===== config.mk =====
export PLATFORM = sky130hd
export DESIGN_NAME = mmio_wb_arbiter
export DESIGN_NICKNAME = d
export VERILOG_FILES = /design/src/rtl/mmio_wb_arbiter.sv
export SDC_FILE = /design/constraint.sdc
export NUM_CORES = 1
export LEC_CHECK = 0
export CORE_AREA = 2 2 106 108
export DETAILED_ROUTE_END_ITERATION = 10
export DIE_AREA = 0 0 108 110
export PLACE_DENSITY_LB_ADDON = 0.05
export SLEW_MARGIN = 5
export SYNTH_ARGS = -nofsm -noshare
export SYNTH_HDL_FRONTEND = slang
export SYNTH_SLANG_ARGS = --single-unit

===== constraint.sdc =====
create_clock -name clk -period 2.9 [get_ports clk]
set_clock_uncertainty 0.15 [all_clocks]
set_input_delay 0.29 -clock clk [delete_from_list [all_inputs] [get_ports clk]]
set_output_delay 0.29 -clock clk [all_outputs]
set_load 0.01 [all_outputs]

===== src/rtl/mmio_wb_arbiter.sv =====
// Two-master round-robin WISHBONE arbiter for the MMIO slave port, with a
// per-access watchdog that answers a hung strobe with a one-cycle error ack.
module mmio_wb_arbiter #(
  parameter int unsigned       ADDR_W   = 21,
  parameter int unsigned       DATA_W   = 32,
  parameter int unsigned       TIMEOUT  = 255,
  parameter logic [DATA_W-1:0] ERR_DATA = DATA_W'(32'hDEAD_BEEF)
) (
  input  logic              clk,
  input  logic              rst_n,
  input  logic              m0_cyc,
  input  logic              m0_stb,
  input  logic              m0_we,
  input  logic [ADDR_W-1:0] m0_addr,
  input  logic [DATA_W-1:0] m0_dat_w,
  output logic [DATA_W-1:0] m0_dat_r,
  output logic              m0_ack,
  input  logic              m1_cyc,
  input  logic              m1_stb,
  input  logic              m1_we,
  input  logic [ADDR_W-1:0] m1_addr,
  input  logic [DATA_W-1:0] m1_dat_w,
  output logic [DATA_W-1:0] m1_dat_r,
  output logic              m1_ack,
  output logic              s_cyc,
  output logic              s_stb,
  output logic              s_we,
  output logic [ADDR_W-1:0] s_addr,
  output logic [DATA_W-1:0] s_dat_w,
  input  logic [DATA_W-1:0] s_dat_r,
  input  logic              s_ack,
  output logic [1:0]        grant,
  output logic              err_flag,
  output logic              err_master,
  input  logic              err_clr
);

  localparam int unsigned      CNT_W    = $clog2(TIMEOUT);
  localparam logic [CNT_W-1:0] CNT_LAST = CNT_W'(TIMEOUT - 1);

  typedef enum logic [1:0] {IDLE, GNT0, GNT1, TOUT} state_e;

  state_e           state_q, state_d;
  logic             last_q, last_d;
  logic             tout_mst_q, tout_mst_d;
  logic [CNT_W-1:0] cnt_q, cnt_d;
  logic             err_flag_q, err_flag_d;
  logic             err_master_q, err_master_d;

  // cur is the master that owns the port, or the one owed an error ack in TOUT.
  logic              cur;
  logic              cur_cyc, cur_stb, cur_we, oth_cyc;
  logic [ADDR_W-1:0] cur_addr;
  logic [DATA_W-1:0] cur_dat_w;
  logic              ack_int;
  logic [DATA_W-1:0] dat_r_int;

  function automatic state_e gnt_of(input logic m);
    return m ? GNT1 : GNT0;
  endfunction

  assign cur       = (state_q == TOUT) ? tout_mst_q : (state_q == GNT1);
  assign cur_cyc   = cur ? m1_cyc   : m0_cyc;
  assign cur_stb   = cur ? m1_stb   : m0_stb;
  assign cur_we    = cur ? m1_we    : m0_we;
  assign cur_addr  = cur ? m1_addr  : m0_addr;
  assign cur_dat_w = cur ? m1_dat_w : m0_dat_w;
  assign oth_cyc   = cur ? m0_cyc   : m1_cyc;

  always_comb begin
    // NOTE: every signal written here gets a default first, so no path can infer a latch.
    state_d      = state_q;
    last_d       = last_q;
    tout_mst_d   = tout_mst_q;
    cnt_d        = '0;
    err_flag_d   = err_flag_q & ~err_clr;
    err_master_d = err_master_q;
    grant        = 2'b00;
    s_cyc        = 1'b0;
    s_stb        = 1'b0;
    s_we         = 1'b0;
    s_addr       = '0;
    s_dat_w      = '0;
    ack_int      = 1'b0;
    dat_r_int    = '0;

    unique case (state_q)
      IDLE: begin
        if (m0_cyc && (!m1_cyc || last_q)) state_d = GNT0;
        else if (m1_cyc)                   state_d = GNT1;
      end
      GNT0, GNT1: begin
        grant     = cur ? 2'b10 : 2'b01;
        s_cyc     = cur_cyc;
        s_stb     = cur_stb;
        s_we      = cur_we;
        s_addr    = cur_addr;
        s_dat_w   = cur_dat_w;
        ack_int   = s_ack;
        dat_r_int = s_dat_r;
        if (!cur_cyc) begin
          state_d = oth_cyc ? gnt_of(!cur) : IDLE;
        end else if (cur_stb && !s_ack) begin
          if (cnt_q == CNT_LAST) begin
            state_d      = TOUT;
            tout_mst_d   = cur;
            err_flag_d   = 1'b1;
            err_master_d = cur;
          end else begin
            cnt_d = cnt_q + 1'b1;
          end
        end
      end
      TOUT: begin
        // Bus is withdrawn from the slave; a late s_ack here is ignored.
        grant        = cur ? 2'b10 : 2'b01;
        ack_int      = 1'b1;
        dat_r_int    = ERR_DATA;
        err_flag_d   = 1'b1;
        err_master_d = cur;
        if (cur_cyc)      state_d = gnt_of(cur);
        else if (oth_cyc) state_d = gnt_of(!cur);
        else              state_d = IDLE;
      end
      default: state_d = IDLE;
    endcase

    if (state_d == GNT0)      last_d = 1'b0;
    else if (state_d == GNT1) last_d = 1'b1;
  end

  // NOTE: sequential state uses non-blocking assignments so every flop sees pre-edge values.
  always_ff @(posedge clk or negedge rst_n) begin
    if (!rst_n) begin
      state_q      <= IDLE;
      last_q       <= 1'b1;
      tout_mst_q   <= 1'b0;
      cnt_q        <= '0;
      err_flag_q   <= 1'b0;
      err_master_q <= 1'b0;
    end else begin
      state_q      <= state_d;
      last_q       <= last_d;
      tout_mst_q   <= tout_mst_d;
      cnt_q        <= cnt_d;
      err_flag_q   <= err_flag_d;
      err_master_q <= err_master_d;
    end
  end

  assign m0_ack     = ack_int & ~cur;
  assign m1_ack     = ack_int &  cur;
  assign m0_dat_r   = cur ? '0 : dat_r_int;
  assign m1_dat_r   = cur ? dat_r_int : '0;
  assign err_flag   = err_flag_q;
  assign err_master = err_master_q;

endmodule


==> metrics.md <==
| Metric | Value |
|---|---|
| Number of detailed-routing iterations run before antenna repair | 4 |
| Post-Synthesis Mean Instance Area | 5.77 sq um |
| Placed instance count | 778 |
| Hold/Removal Path Class | in -> async |
| Global-route wire length before repair | around 19000 um |
| Type of destination of the critical path | output pin |
| Worst-path clk slew | 0.06 ns |
| Gate family responsible for the most delay along the worst path | buffers and inverters |
| Number of gates on the worst path with buffers counted | 8 |
| Register-to-Register Path Depth | 9 |
| DIE WIDTH | between 100 and 150 um |
| Post-detailed-route via-to-cell ratio | around 4.5 |
| Cells along the critical path | inv_1, ha_1, mux2i_4, buf_4, buf_12, nand2_1, a21boi_0, clkdlybuf4s50_1 |
| Slowest CP cell | clkdlybuf4s50_1 |
| Number of distinct library cells after synthesis | 34 |
| Vias in the first global route | ~3.2k |
| Worst relative slew slack | 56.3% |
| Non-filler instance count after layout | roughly 790 |
| Final hold viol count | 0 |
| Max FO, Critical Path | 26 |
| Final antenna-violating net count | 0 |
| Share of the synthesized area in the top cell type | 20.7% |
| TritonCTS Sinks | 14 |
| DRC violations left | 0 |
| Syn_nets | 544 |
| Ports placed on the boundary | around 270 |
| Achievable clock frequency | around 350 MHz |
| Result of the run | complete, no violations |
| Final critical delay including setup and external delays | around 2.8 ns |
| WP data required | about 2.5 ns |
| Starting Density | between 20% and 30% |
| Share of the yosys chip area belonging to registers | 15.6% |
| Overall routed net length | ~14000 um |
| Number of max-slew violations in the final report | 0 |
| Gate count after technology mapping | 390 |
| Fraction of registers with async set/reset | 100% |
| Slowest stage delay, CP | between 0.6 and 0.7 ns |
| Setup slack at placement | around 0.046 ns |
| Area added between synthesis and finish | 139% |
| Initial antenna violation count | 0 |
| Average routed wire per standard cell | ~17 um |
| Antenna cells | 0 |
| Worst Max-Slew Pin Slew | roughly 0.65 ns |
| Cell area after synthesis | ~2200 sq um |
| Worst path bufs/invs | 4 |
| Cell row count | 38 |
| Num CTS Buffers | 3 |
| Prevailing post-synth register cell | dfrtp_1 |
| Routability congestion estimate from global placement | between 0.8 and 0.9 |
| Layout filler cell count | between 1k and 1.5k |
| Core box area | ~11000 sq um |
| Clock latency at the later pin of the worst-skew pair | about 0.25 ns |
| Library cell with the largest summed area after synthesis | nand2_1 |
| # port buffers | 273 |
| Half-perimeter wire length of the detailed placement result | a little over 10000 um |
| Synth Register Bits | 14 |
| Top cell types by occurrence after synthesis | 124 x nand2_1, 80 x nor2_1, 57 x a21boi_0 |
| Number of warnings reported in the yosys synthesis log | 0 |
| GRT Residual Overflow | 0 |
| Vertical die dimension | around 110 um |
| Critical path class | reg -> out |
| Fraction of layout cells with a size suffix above 1 | approximately 5% |
| Power per standard cell area | 1040 nW/um^2 |
| Maximum number of pins on one net before global-route repair | 52 |
| Cell types with the largest area share after synthesis | nand2_1 21%, a21boi_0 19%, dfrtp_1 14% |
| Highest ir drop seen on vdd | between 0.0004 and 0.0005 V |
| Most frequent cell after synthesis | nand2_1 |
| Root Buffer | clkbuf_8 |
| Detailed-route via count | around 3.5k |
| Net count of the finished layout | between 800 and 900 |
| Worst path arrival time | 2.39 ns |
| Portion of the clock cycle consumed by the worst path in the final layout | around 98% |
| Maximum buffer depth of the clock tree | 2 |
| Final setup fails | 0 |
| Depth of the CTS H-tree | 1 |
| Clock tree from TritonCTS | yes |
| Area of the die | ~12000 sq um |
| Standby leakage power | 0.00217 uW |
| Startpoint type of the worst setup path | flop |
| Post-synth EDFFs | 0 |
| Max-capacitance violation count | 0 |
| Total Power | roughly 5600 uW |
| All-Layer GR Usage | between 15 and 20% |
| Minimum setup slack in the final design | 0.0702 ns |
| Violation count after the first detailed-routing iteration | about 240 |
[final timing paths]
kind                                         from  slack (ns)                     end
min reg2reg                err_master$_DFFE_PN0P_        0.34  err_master$_DFFE_PN0P_
min                                         rst_n        0.30      cnt_q[0]$_DFF_PN0_
max                          state_q[0]$_DFF_PN0_        0.07             s_dat_w[28]
max in group asynchronous                   rst_n        1.85    state_q[1]$_DFF_PN0_
min in group clk           err_master$_DFFE_PN0P_        0.34  err_master$_DFFE_PN0P_
max reg2reg                  state_q[0]$_DFF_PN0_        0.31      last_q$_DFFE_PN1P_
[where the power goes]
part	switching, uW	internal [uW]	leakage [uW]	total (uW)
sequential	37.2	241	0.000180	279
combinational	2500	2620	0.00196	5120
clock	70.7	120	0.0000288	191
total	2610	2980	0.00217	5590
[repair_timing]
item                       in CTS  in global routing
setup endpoints to repair      56                 82
gates cloned                    0                  3
hold buffers                    0                  0
buffers inserted                1                  2
gates resized for setup         2                 12
[stage by stage]
stage	hold WS, ns	cell area (sq um)	util [%]	TNS, ns
final	0.296	5360	50.1	0
after global routing	0.360	5360	50.1	-0.0386
after CTS	0.317	5230	48.9	-0.0113
after detailed placement	0.334	5170	48.3	0
after global placement	0.328	5170	48.3	0
after floorplan	-0.156	2250	-	0
[layer usage]
layer	wire (um)	vias up	part of all wire (%)	global-route usage, %
met5	0	-	0	0
met4	42	0	0.30	2.01
li1	-	1788	-	-
met3	951	5	6.9	3.35
met2	7400	122	54	38.6
met1	5390	1617	39	23.9
[cells in the final DEF (no fill, tap or decap), types with 2 or more instances in the layout]
master,n
a21boi_0,56
a21oi_1,28
and4_1,3
buf_12,5
buf_4,7
clkbuf_16,3
clkbuf_8,4
clkdlybuf4s50_1,269
dfrtp_1,11
dfrtp_2,2
dlymetal6s2s_1,4
ha_1,4
inv_1,4
mux2i_1,2
mux2i_2,2
nand2_1,124
nand2b_1,2
nand3_1,4
nor2_1,80
o21ai_0,5
xor2_1,5
[area by class of cell]
cell class,instances,area (sq um),area share [%]
Inverter,4,15.0,0.280
Timing Repair Buffer,289,2980,55.6
Tap cell,140,175,3.27
Clock buffer,4,55.1,1.03
Sequential cell,14,354,6.60
Multi-Input combinational cell,337,1780,33.2
[flip-flops by register name, summed over array words and instances (netlist names)]
register and cells:
err_master 1, tout_mst_q 1, state_q 2, err_flag 1, cnt_q 8, last_q 1
[cells by family (layout without fill, tap and decap cells)]
group                      Yosys count  count (layout)  share of synthesized area (%)
and+or+nand+nor                    220             220                           38.7
buffers and inverters               39             297                           6.90
xor gates and xnor gates             6               6                           2.34
AOI/OAI and AO/OA                   98              98                           29.5
adders and majority gates            6               6                           3.34
muxes                                7               7                           3.56
DFF                                 14              14                           15.6
(Power assumes the default switching activity.)
